==> config.mk <==
export PLATFORM = sky130hd
export DESIGN_NAME = reg_file_param_flat
export DESIGN_NICKNAME = d
export VERILOG_FILES = /design/src/rtl/reg_file_param_if.sv /design/src/rtl/reg_file_param.sv /design/src/flat_wrapper.sv
export SDC_FILE = /design/constraint.sdc
export NUM_CORES = 1
export LEC_CHECK = 0
export BUFFER_PORTS_ARGS = -buffer_cell sky130_fd_sc_hd__buf_2
export CORE_MARGIN = 2
export CORE_UTILIZATION = 39
export CTS_CLUSTER_SIZE = 8
export DETAILED_ROUTE_END_ITERATION = 6
export HOLD_SLACK_MARGIN = 0.08
export PLACE_DENSITY_LB_ADDON = 0.25
export SLEW_MARGIN = 20
export SYNTH_ARGS = -nofsm -noshare
export SYNTH_HDL_FRONTEND = slang
export SYNTH_SLANG_ARGS = --single-unit
==> constraint.sdc <==
create_clock -name clk -period 2.85 [get_ports clk]
set_input_delay 0.285 -clock clk [delete_from_list [all_inputs] [get_ports clk]]
set_output_delay 0.285 -clock clk [all_outputs]
set_load 0.01 [all_outputs]
==> src/rtl/reg_file_param_if.sv <==
// reg_file_param_if
//   Bus bundle between the control unit / ALU side and reg_file_param.
//   Clock and reset are not part of the bundle; they stay plain ports on
//   the register file.
//
//   Parameters
//     DATA_W    register width in bits
//     NUM_REGS  register count (power of two, >= 2)
//
//   Signals (direction as seen by the register file, i.e. the slave)
//     wr_en, wr_addr, wr_data    in   write port
//     ra_addr, rb_addr           in   read port addresses
//     ra_data, rb_data           out  read port data
//     rsv_en, rsv_addr           in   pending-scoreboard reservation
//     ra_pending, rb_pending     out  pending bits of the read addresses
//     clr_req                    in   request sequenced clear
//     clr_busy, clr_done         out  clear engine status
//     dbg_regs                   out  flat register image, reg i at [i*DATA_W +: DATA_W]
interface reg_file_param_if #(
  parameter int DATA_W   = 8,
  parameter int NUM_REGS = 8
);
  localparam int ADDR_W = $clog2(NUM_REGS);

  logic                         wr_en;
  logic [ADDR_W-1:0]            wr_addr;
  logic [DATA_W-1:0]            wr_data;
  logic [ADDR_W-1:0]            ra_addr;
  logic [ADDR_W-1:0]            rb_addr;
  logic [DATA_W-1:0]            ra_data;
  logic [DATA_W-1:0]            rb_data;
  logic                         rsv_en;
  logic [ADDR_W-1:0]            rsv_addr;
  logic                         ra_pending;
  logic                         rb_pending;
  logic                         clr_req;
  logic                         clr_busy;
  logic                         clr_done;
  logic [NUM_REGS*DATA_W-1:0]   dbg_regs;

  // Control unit / ALU side drives requests and observes results
  modport master (
    output wr_en, wr_addr, wr_data, ra_addr, rb_addr, rsv_en, rsv_addr, clr_req,
    input  ra_data, rb_data, ra_pending, rb_pending, clr_busy, clr_done, dbg_regs
  );

  // Register file side
  modport slave (
    input  wr_en, wr_addr, wr_data, ra_addr, rb_addr, rsv_en, rsv_addr, clr_req,
    output ra_data, rb_data, ra_pending, rb_pending, clr_busy, clr_done, dbg_regs
  );
endinterface

==> src/rtl/reg_file_param.sv <==
// reg_file_param
//   Parametrised 1-write / 2-read register file with a per-register pending
//   scoreboard and a sequenced bulk-clear engine (busy/done handshake).
//
//   Parameters
//     DATA_W    register width in bits (>= 1)
//     NUM_REGS  register count, power of two, >= 2
//
//   Ports
//     clk    in   rising-edge clock for all state
//     reset  in   synchronous, active-high; overrides everything, even mid-clear
//     bus    slave modport of reg_file_param_if (write/read ports, reservation,
//            pending outputs, clear handshake, debug register image)
//
//   Build option
//     REGFILE_BYPASS_EN  when defined, an accepted write is forwarded to a read
//                        port addressing the same register in the same cycle,
//                        and the pending outputs show the post-edge scoreboard.
//                        When undefined, reads and pending outputs show only the
//                        stored (pre-edge) contents.
module reg_file_param #(
  parameter int DATA_W   = 8,
  parameter int NUM_REGS = 8
) (
  input  logic              clk,
  input  logic              reset,
  reg_file_param_if.slave   bus
);
  localparam int ADDR_W = $clog2(NUM_REGS);
  localparam logic [ADDR_W-1:0] LAST_REG = ADDR_W'(NUM_REGS - 1);

  typedef enum logic [1:0] {
    IDLE  = 2'd0,
    CLEAR = 2'd1,
    DONE  = 2'd2
  } state_t;

  state_t              state;
  state_t              state_next;
  logic [DATA_W-1:0]   regs [NUM_REGS];
  logic [NUM_REGS-1:0] pending;
  logic [NUM_REGS-1:0] pending_post;
  logic [NUM_REGS-1:0] wr_clear;
  logic [NUM_REGS-1:0] rsv_set;
  logic [ADDR_W-1:0]   counter;
  logic                wr_accept;
  logic                rsv_accept;
  logic                clr_start;
  logic                busy;
  logic                done;

  // Request qualification. While the clear engine is sweeping, writes and
  // reservations are silently dropped; a reset cycle accepts nothing either,
  // which also keeps the bypass path from forwarding a write that never lands.
  always_comb begin
    wr_accept  = bus.wr_en  && (state != CLEAR) && !reset;
    rsv_accept = bus.rsv_en && (state != CLEAR) && !reset;
    clr_start  = (state == IDLE) && bus.clr_req;
  end

  // One-hot scoreboard updates. Set is OR-ed in after the clear so that a
  // reservation and a writeback to the same register in the same cycle leave
  // the register pending (the new reservation outlives the old writeback).
  always_comb begin
    wr_clear = '0;
    rsv_set  = '0;
    if (wr_accept)  wr_clear[bus.wr_addr]  = 1'b1;
    if (rsv_accept) rsv_set[bus.rsv_addr]  = 1'b1;
    pending_post = (pending & ~wr_clear) | rsv_set;
  end

  // Clear-engine state register.
  always_ff @(posedge clk) begin
    if (reset) state <= IDLE;
    else       state <= state_next;
  end

  // Clear-engine next state and status outputs. CLEAR lasts exactly NUM_REGS
  // cycles (one register per cycle), DONE is a single-cycle pulse, and
  // clr_req outside IDLE is ignored.
  always_comb begin
    state_next = state;
    busy       = 1'b0;
    done       = 1'b0;
    case (state)
      IDLE: begin
        if (bus.clr_req) state_next = CLEAR;
      end
      CLEAR: begin
        busy = 1'b1;
        if (counter == LAST_REG) state_next = DONE;
      end
      DONE: begin
        done       = 1'b1;
        state_next = IDLE;
      end
      default: state_next = IDLE;
    endcase
  end

  // Sweep counter: zeroed when a clear starts, stepped once per CLEAR cycle.
  // It is ADDR_W wide, so after the last register it wraps back to 0 by itself.
  always_ff @(posedge clk) begin
    if (reset)                counter <= '0;
    else if (clr_start)       counter <= '0;
    else if (state == CLEAR)  counter <= counter + 1'b1;
  end

  // Register array. The sweep has priority over normal writes, although
  // wr_accept is already low in CLEAR; the explicit ordering makes the intent
  // obvious.
  always_ff @(posedge clk) begin
    if (reset) begin
      for (int i = 0; i < NUM_REGS; i++) regs[i] <= '0;
    end else if (state == CLEAR) begin
      regs[counter] <= '0;
    end else if (wr_accept) begin
      regs[bus.wr_addr] <= bus.wr_data;
    end
  end

  // Pending scoreboard. Starting a clear wipes every pending bit at once;
  // during the sweep itself nothing can be reserved or written back.
  always_ff @(posedge clk) begin
    if (reset)          pending <= '0;
    else if (clr_start) pending <= '0;
    else                pending <= pending_post;
  end

  // Read ports and pending outputs.
  always_comb begin
`ifdef REGFILE_BYPASS_EN
    bus.ra_data    = (wr_accept && (bus.wr_addr == bus.ra_addr)) ? bus.wr_data : regs[bus.ra_addr];
    bus.rb_data    = (wr_accept && (bus.wr_addr == bus.rb_addr)) ? bus.wr_data : regs[bus.rb_addr];
    bus.ra_pending = pending_post[bus.ra_addr];
    bus.rb_pending = pending_post[bus.rb_addr];
`else
    bus.ra_data    = regs[bus.ra_addr];
    bus.rb_data    = regs[bus.rb_addr];
    bus.ra_pending = pending[bus.ra_addr];
    bus.rb_pending = pending[bus.rb_addr];
`endif
    bus.clr_busy   = busy;
    bus.clr_done   = done;
  end

  // Flat debug image of the whole array.
  for (genvar g = 0; g < NUM_REGS; g++) begin : g_dbg
    assign bus.dbg_regs[g*DATA_W +: DATA_W] = regs[g];
  end
endmodule

==> src/flat_wrapper.sv <==
// flat-port wrapper written by rule: the top's interface ports become plain ports
module reg_file_param_flat 
#(
  parameter int DATA_W   = 8,
  parameter int NUM_REGS = 8
)
  (clk, reset, bus_wr_en, bus_wr_addr, bus_wr_data, bus_ra_addr, bus_rb_addr, bus_rsv_en, bus_rsv_addr, bus_clr_req, bus_ra_data, bus_rb_data, bus_ra_pending, bus_rb_pending, bus_clr_busy, bus_clr_done, bus_dbg_regs);
  reg_file_param_if #(.DATA_W(DATA_W), .NUM_REGS(NUM_REGS)) bus_i ();
  input  logic clk;
  input  logic reset;
  input wire logic [$bits(bus_i.wr_en)-1:0] bus_wr_en;
  input wire logic [$bits(bus_i.wr_addr)-1:0] bus_wr_addr;
  input wire logic [$bits(bus_i.wr_data)-1:0] bus_wr_data;
  input wire logic [$bits(bus_i.ra_addr)-1:0] bus_ra_addr;
  input wire logic [$bits(bus_i.rb_addr)-1:0] bus_rb_addr;
  input wire logic [$bits(bus_i.rsv_en)-1:0] bus_rsv_en;
  input wire logic [$bits(bus_i.rsv_addr)-1:0] bus_rsv_addr;
  input wire logic [$bits(bus_i.clr_req)-1:0] bus_clr_req;
  output wire logic [$bits(bus_i.ra_data)-1:0] bus_ra_data;
  output wire logic [$bits(bus_i.rb_data)-1:0] bus_rb_data;
  output wire logic [$bits(bus_i.ra_pending)-1:0] bus_ra_pending;
  output wire logic [$bits(bus_i.rb_pending)-1:0] bus_rb_pending;
  output wire logic [$bits(bus_i.clr_busy)-1:0] bus_clr_busy;
  output wire logic [$bits(bus_i.clr_done)-1:0] bus_clr_done;
  output wire logic [$bits(bus_i.dbg_regs)-1:0] bus_dbg_regs;
  assign bus_i.wr_en = bus_wr_en;
  assign bus_i.wr_addr = bus_wr_addr;
  assign bus_i.wr_data = bus_wr_data;
  assign bus_i.ra_addr = bus_ra_addr;
  assign bus_i.rb_addr = bus_rb_addr;
  assign bus_i.rsv_en = bus_rsv_en;
  assign bus_i.rsv_addr = bus_rsv_addr;
  assign bus_i.clr_req = bus_clr_req;
  assign bus_ra_data = bus_i.ra_data;
  assign bus_rb_data = bus_i.rb_data;
  assign bus_ra_pending = bus_i.ra_pending;
  assign bus_rb_pending = bus_i.rb_pending;
  assign bus_clr_busy = bus_i.clr_busy;
  assign bus_clr_done = bus_i.clr_done;
  assign bus_dbg_regs = bus_i.dbg_regs;
  reg_file_param #(.DATA_W(DATA_W), .NUM_REGS(NUM_REGS)) u_core (.clk(clk), .reset(reset), .bus(bus_i));
endmodule
Yosys cells after proc, flatten, opt, wreduce, memory -nomap -nowiden
Memory sizes are Yosys's and may differ from the RTL's. Cells that the tools add are included.

Memory bits (writable): 64. Memories kept: 1. Word-level logic and storage cells: 62. Bits in registers: 13. Output and inout port bits: 84.

Memories: u_core.regs (depth 8, width 8, read ports 10, clocked after memory_dff 0, write ports 8, RTL line reg_file_param.sv:40) `logic [DATA_W-1:0] regs [NUM_REGS];`.

Magnitude comparators: 6. $add $sub $neg: 1. Muxes and demuxes: 29. Equal/unequal tests: 6. Reductions and logical operators: 13. Bitwise gates (word level): 3.

Operators by type and width (number): $mux 8 (4); $lt 3x4->1 const B (4); $mux 1 (16); $reduce_or 8->1 (2); $and 8x8->8 (1); $not 8->8 (1); $or 8x8->8 (1); $logic_and 1x1->1 (7); $bmux 1 s3 (2); $demux 1 s3 (2); $ge 3x1->1 const B (2); $mux 3 (2); $mux 2 (2); $ne 2x1->1 const B (2); $pmux 2 s2 (1); $add 3x1->3 const B (1); $eq 3x3->1 const B (1); $eq 2x1->1 const B (1); $eq 2x2->1 const B (1); $logic_not 2->1 (1); $ne 2x2->1 const B (1); $reduce_and 2->1 (1); $reduce_or 2->1 (1); $logic_not 1->1 (1).

Logic depth before layout (Yosys ltp)
Gate-level depths: netlist of run 1.

Depth in word-level cells: 9. Gate-level depth with buffers: 5.

Least setup slack after synthesis of run 1
OpenSTA, ideal clock, no wires.

Kind: reg-to-reg. Start: reg u_core.state[0]. End: mem u_core.regs[6][0] (enable). Stages on the path, launching flop included: 6. Required time: 2.464 ns. Buffers on the path: 1. Arrival: 1.609 ns. Path slack: 0.854 ns. Cells stage by stage: dfxtp_1 -> nand2b_4 -> inv_4 -> buf_6 -> nor2_1 -> a211oi_1.

RTL lines: start, declared (RTL line reg_file_param.sv:38) `state_t state;`; start signal, assigned (RTL line reg_file_param.sv:75) `else state <= state_next;`; end, declared (RTL line reg_file_param.sv:40).

Final worst setup path of run 1
Start: in bus_rb_addr[1]. End: out bus_rb_data[0].

Word-level cells in the longest chain between the ends: 1.

RTL lines: start, declared (RTL line flat_wrapper.sv:15) `input wire logic [$bits(bus_i.rb_addr)-1:0] bus_rb_addr;`; $mem_v2 8x8; end, declared (RTL line flat_wrapper.sv:20) `output wire logic [$bits(bus_i.rb_data)-1:0] bus_rb_data;`.

No other way between the ends.

==> flow_summary.json, run 1 <==
{
  "drc": 0,
  "fmax_mhz": 469.3,
  "synthXorXnorAreaFrac_pct": 0.2000,
  "skew_ps": 19.83,
  "die_area_mm2": 0.01209,
  "min_period_ps": 2131,
  "r2r_end": "u_core.regs[0][7]",
  "grt_max_degree": 22,
  "post_cts_buffers": 0,
  "synth_top_family_by_area": "multiplexers",
  "antenna_found_initial": 0,
  "crit_arrival_ps": 1850,
  "synth_top_area_share_pct": 43.89,
  "synthSimpleGateAreaFrac_pct": 19.46,
  "fin_area_mm2": 0.005248,
  "reg2regPathDepth": 5,
  "wl_per_cell_um": 22.04,
  "yosys.area.top_type": "edfxtp_1",
  "synth_cells": 291,
  "coreArea_mm2": 0.01089,
  "crit_chain": "buf_2 > mux4_1 > mux2_2 > buf_2",
  "cts_resized": 0,
  "crit_path_end_kind": "output port",
  "diodes": 0,
  "rsz0062_at_grt": "false",
  "critical_path.max_fanout": 18,
  "htree_levels": 3,
  "dpl_cell_area_mm2": 0.005051,
  "drtAntennaViolNets": 0,
  "drive_gt1_share_pct": 46.68,
  "cts-buffers-inserted": 9,
  "status": "finished clean",
  "crit_required_ps": 2570,
  "finalWirelength_mm": 12.06,
  "cp_slowest_stage_delay_ps": 650,
  "crit_path_start_kind": "primary input",
  "hold_slack_ps": 221.7,
  "grt_pass1_vias": 3013,
  "drt_first_pass_iters": 4,
  "maxCapViolCount": 0,
  "drv_slew": 0,
  "clkTransAtPathRegs_ps": 90,
  "finalNetCount": 429,
  "synth_seq_cells": 77,
  "yosys_most_used_dff": "edfxtp_1",
  "fp.dieH_um": 110.0,
  "via_per_inst": 5.607,
  "ys_seq_area_share_pct": 49.83,
  "yosys_warnings": 0,
  "fin_setup_tns_ps": 0,
  "fin_cells": 547,
  "synth_area_per_cell_um2": 15.05,
  "p_leak_nw": 2.091,
  "timing.final.crit_share_pct": 74.76,
  "total_power_mw": 2.687,
  "crit_path_top_delay_cell": "mux4_1",
  "relSlewSlack_pct": 56.06,
  "min_path_cells": 3,
  "hold_viol_final": 0,
  "setup_violations": 0,
  "syn-num-nets": 318,
  "drtIter0Drc": 204,
  "start_util_pct": 40.22,
  "worst_slew_pin_slew_ps": 656.3,
  "area_delta_synth_final_pct": 19.83,
  "synth.distinct_cells": 38,
  "clk_latency_ps": 370,
  "io_pins": 109,
  "clock_path_buffers": 2,
  "dp.cells": 531,
  "hp-class": "in -> reg",
  "worst_ir_drop_vdd_mv": 0.2370,
  "cts_tree": "done",
  "async_flop_share_pct": 0,
  "r2r_start": "u_core.state[0]",
  "chipWidth_um": 110.0,
  "grt_pass1_wl_mm": 17.57,
  "port_buffers": 108,
  "netlist_top_cells_area": "edfxtp_1 (44%), mux4_2 (14%), and2_1 (9.1%), dfxtp_1 (5.9%), mux4_1 (4.8%)",
  "crit_top_cell": "buf_2",
  "synth-compound-area-share_pct": 2.914,
  "r2r_setup_slack_ps": 1020,
  "powerDensity_mw_per_mm2": 512.0,
  "place_hpwl_mm": 9.014,
  "critPathKind": "in -> out",
  "gr-usage-all-layers_pct": 20.60,
  "netlist_top_cells_count": "and2_1 (64), edfxtp_1 (64), mux4_2 (28), mux2_2 (18), dfxtp_1 (13)",
  "hold_end": "u_core.state[0]",
  "min-delay-start": "bus_clr_req",
  "hold_buffers": 0,
  "synth_edf_count": 64,
  "clkSinkCount": 77,
  "overflow": 0,
  "synthMuxAreaShare_pct": 24.06,
  "place.gp.congestion": 0.8308,
  "rows": 38,
  "syn_area_mm2": 0.004379,
  "clockRootBuffer": "clkbuf_8",
  "synthAdderAreaFrac_pct": 0.5714,
  "vias": 3067
}
-- placed cells by master, fill, tap and decap left out, types with 2 or more instances in the layout --
| cell type | n |
|---|---|
| mux2_2 | 18 |
| nor2b_1 | 2 |
| nor2_1 | 5 |
| nor4_4 | 6 |
| o22ai_1 | 8 |
| a311oi_1 | 2 |
| clkbuf_8 | 9 |
| nor3_1 | 9 |
| nand3b_1 | 9 |
| a21oi_1 | 2 |
| mux4_2 | 28 |
| nand2_1 | 6 |
| a211oi_1 | 2 |
| buf_2 | 108 |
| ha_1 | 2 |
| dfxtp_1 | 13 |
| nand4b_1 | 2 |
| and2_1 | 64 |
| nor3b_1 | 3 |
| mux4_1 | 8 |
| nand2b_1 | 3 |
| nor4b_4 | 2 |
| inv_1 | 3 |
| edfxtp_1 | 64 |
| a221oi_1 | 4 |
| buf_4 | 8 |
| inv_6 | 3 |
-- how the worst max path moves through the flow --
stage | startpoint | end | slack, ps | cells past startpoint
finish | bus_rb_addr[1] | bus_rb_data[0] | 720 | 4
global route | bus_rb_addr[1] | bus_rb_data[0] | 600 | 4
CTS | bus_rb_addr[1] | bus_rb_data[0] | 690 | 4
detailed placement | bus_ra_addr[1] | bus_ra_pending | 690 | 4
global placement | bus_rb_addr[1] | bus_rb_data[0] | 710 | 4
floorplan | u_core.state[0] | u_core.regs[6][0] | 850 | 5
-- worst max-delay path, delay by kind of cell --
kind	cells	cell delay, ps
muxes	2	920
buffers and inverters	2	630
-- area by class of cell --
| type | instances | area (um^2) |
|---|---|---|
| inverters | 5 | 26.28 |
| clock inverters | 7 | 72.57 |
| clock buffers | 9 | 123.9 |
| well taps | 140 | 175.2 |
| multi-input cells | 193 | 2067 |
| flip-flops and latches | 77 | 2182 |
| repair buffers | 116 | 600.6 |
| fillers | 987 | 5640 |
-- per-layer routing --
layer	global-route usage [%]	vias to the layer above	wire length, um
li1	-	1376	-
met1	23.86	1564	4671
met4	7.052	0	214
met2	36.85	116	6364
met3	5.216	11	807
met5	0	-	0
-- sequential cells by signal, summed over array words and instances (netlist names) --
signal          flops
u_core.counter      3
u_core.pending      8
u_core.regs        64
u_core.state        2
-- metrics by stage --
stage                     setup WS (ps)  utilization [%]
after floorplan                   854.3                -
after global placement            710.7            46.39
after detailed placement          686.8            46.39
after CTS                         685.0            48.20
after global routing              604.4            48.20
final                             719.4            48.20
-- power by group --
part | internal [mW] | switching, mW
registers | 1.30 | 0.0619
logic | 0.222 | 0.264
clock network | 0.408 | 0.434
-- cell families (layout without fill, tap and decap cells) --
group | count (synthesis) | count (layout)
AO/OA/AOI/OAI | 18 | 18
XOR/XNOR | 1 | 1
buffers and inverters | 21 | 137
adder cells (fa/ha/maj) | 2 | 2
flip-flops | 77 | 77
multiplexers | 55 | 55
AND/OR/NAND/NOR | 117 | 117
No activity file was read; power rests on OpenSTA's default activity.
==> run 2, diff against run 1 <==
Settings changed: ABC_AREA set to 1.
Clock period 2.85 ns to 2 ns, I/O delays scaled along.
==> flow_summary.json, run 2 <==
{
  "status": "finished clean",
  "synthAdderAreaFrac_pct": 0.5349,
  "cts-buffers-inserted": 9,
  "crit_path_start_kind": "register",
  "netlist_top_cells_area": "edfxtp_1 (41%), nor3_2 (6.4%), o211ai_1 (5.8%), dfxtp_1 (5.6%), o21ai_0 (5.6%)",
  "yosysMostFrequentCell": "edfxtp_1",
  "maxCapViolCount": 0,
  "timing.critical_path.from": "u_core.state[0]",
  "synth.distinct_cells": 27,
  "syn_area_mm2": 0.004678,
  "synthXorXnorAreaFrac_pct": 0,
  "synthSimpleGateAreaFrac_pct": 27.49,
  "drtIter0Drc": 538,
  "async_flop_share_pct": 0,
  "yosys.area.top_type": "edfxtp_1",
  "crit_arrival_ps": 1780,
  "clock_power_share_pct": 40.1,
  "wl_per_cell_um": 18.81,
  "grt_pass1_vias": 4141,
  "finalNetCount": 662,
  "seqPwrFrac_pct": 42.9,
  "min_period_ps": 1742,
  "p_sw_share_pct": 27.32,
  "largest_register": "u_core.regs",
  "setup_violations": 0,
  "synth_top_family_by_area": "simple AND/OR/NAND/NOR gates",
  "p_leak_nw": 2.265,
  "fin_cells": 787,
  "reg.largest.list": "u_core.regs (64), u_core.pending (8), u_core.counter (3)",
  "layout_commonest_cell": "buf_2",
  "synth-compound-area-share_pct": 16.50,
  "clkSinkCount": 77,
  "largest_reg_flops": 64,
  "place.gp.congestion": 0.9043,
  "area_delta_synth_final_pct": 23.03,
  "drtAntennaViolNets": 0,
  "timing.final.crit_share_pct": 87.12,
  "grt_max_degree": 33,
  "yosys_most_used_dff": "edfxtp_1",
  "finalWirelength_mm": 14.80,
  "gr-usage-all-layers_pct": 23.11,
  "crit_path_end_kind": "register",
  "ys_seq_area_share_pct": 46.64,
  "coreArea_mm2": 0.01186,
  "drv_slew": 0,
  "hp-class": "in -> reg",
  "hold_buffers": 0,
  "synth_edf_count": 64,
  "place_hpwl_mm": 11.37,
  "vias": 4362,
  "relSlewSlack_pct": 73.23,
  "fin_setup_tns_ps": 0,
  "synth_area_per_cell_um2": 8.844,
  "grt_pass1_wl_mm": 22.60,
  "diodes": 0,
  "chipWidth_um": 113.5,
  "die_area_mm2": 0.01289,
  "cts_resized": 0,
  "hold_slack_ps": 179.6,
  "port_buffers": 108,
  "clk_latency_ps": 330,
  "clkTransAtPathRegs_ps": 60,
  "skew_ps": 3.104,
  "start_util_pct": 39.44,
  "synth_seq_cells": 77,
  "syn-num-nets": 556,
  "netlist_top_cells_count": "edfxtp_1 (64), nand2_1 (61), o21ai_0 (52), inv_1 (49), a21oi_1 (47)",
  "yosys_warnings": 0,
  "clock_path_buffers": 2,
  "min-delay-start": "reset",
  "hold_viol_final": 0,
  "drive_gt1_share_pct": 31.41,
  "rsz0062_at_grt": "false",
  "drt_first_pass_iters": 5,
  "antenna_found_initial": 0,
  "intPower_mw": 3.185,
  "io_pins": 109,
  "synth_cells": 529,
  "overflow": 0,
  "htree_levels": 3,
  "powerDensity_mw_per_mm2": 761.3,
  "dp.cells": 771,
  "cts_tree": "done",
  "worst_ir_drop_vdd_mv": 0.4651,
  "clockRootBuffer": "clkbuf_16",
  "via_per_inst": 5.543,
  "drc": 0,
  "total_power_mw": 4.381,
  "critPathKind": "reg -> reg",
  "rows": 40,
  "p_sw_mw": 1.197,
  "synthMuxAreaShare_pct": 0,
  "power_frac_comb_pct": 17.0,
  "crit_required_ps": 2040,
  "fmax_mhz": 573.9,
  "critical_path.max_fanout": 14,
  "fp.dieH_um": 113.5,
  "synth_top_area_share_pct": 41.08,
  "worst_slew_pin_slew_ps": 401.6,
  "final_cell_mix": "buf_2 (108), edfxtp_1 (64), nand2_1 (61), o21ai_0 (52), inv_1 (49)",
  "post_cts_buffers": 0,
  "r2r_start": "u_core.state[0]"
}
[run 2: cell count changes in the layout (fill, tap and decap cells not counted), moves of 36 or more]
cell	before	now
o21ai_0	0	52
o211ai_1	0	36
nand3_1	1	45
nand2_1	6	61
and2_1	64	18
a21oi_1	2	47
inv_1	3	49
[run 2: final cells by class]
cell class                      instances  area [um^2]
Fill cell                            1142         6106
Timing Repair Buffer                  134        773.2
Multi-Input combinational cell        360         2083
Sequential cell                        77         2182
Tap cell                              147        183.9
Inverter                               53        201.4
Clock buffer                           12        279.0
Clock inverter                          4        52.55
[run 2: metal layers]
layer / part of all wire [%] / global-route usage (%) / wire, um
met3: 7.9 / 3.879 / 1174
met1: 44 / 31.96 / 6439
met4: 2.1 / 6.585 / 318
met2: 46 / 37.68 / 6870
met5: 0 / 0 / 0
[run 2: worst paths after layout]
| check | cells past startpoint | slack, ps | endpoint |
|---|---|---|---|
| worst min register to register | 2 | 500 | u_core.pending[1] |
| worst max register to register | 7 | 260 | u_core.regs[3][2] |
| worst max-delay path | 7 | 260 | u_core.regs[3][2] |
| worst min-delay path | 2 | 180 | u_core.state[0] |
[run 2: cells by family after synthesis]
kind of cell,Yosys count
DFF,77
and+or+nand+nor,222
adders and majority gates,2
buffers and inverters,92
AOI/OAI and AO/OA,136
[run 2: critical path, stage by stage, from the launching register on]
cell     delay [ps]
dfxtp_1         410
nand2_4         120
nand2_4         190
nand2_1          80
nand2_1         110
nand2_2         160
o21ai_0         190
buf_4           190
[run 2: stage by stage]
step                      instance area (um^2)  worst slack (ps)  utilization, %
after global routing                      5756             103.6           48.52
after detailed placement                  5424             225.1           45.73
after CTS                                 5756             257.7           48.52
final                                     5756             257.6           48.52
after floorplan                           4678             84.59               -
after global placement                    5424             313.1           45.73
[run 2: power groups by stage]
| stage | registers, mW | clock network (mW) | logic, mW |
|---|---|---|---|
| after detailed placement | 1.91 | 0 | 0.744 |
| after global routing | 1.88 | 1.81 | 0.822 |
| after floorplan | 1.91 | 0 | 0.450 |
| after CTS | 1.88 | 1.76 | 0.745 |
| final | 1.88 | 1.76 | 0.747 |
| after global placement | 1.91 | 0 | 0.724 |
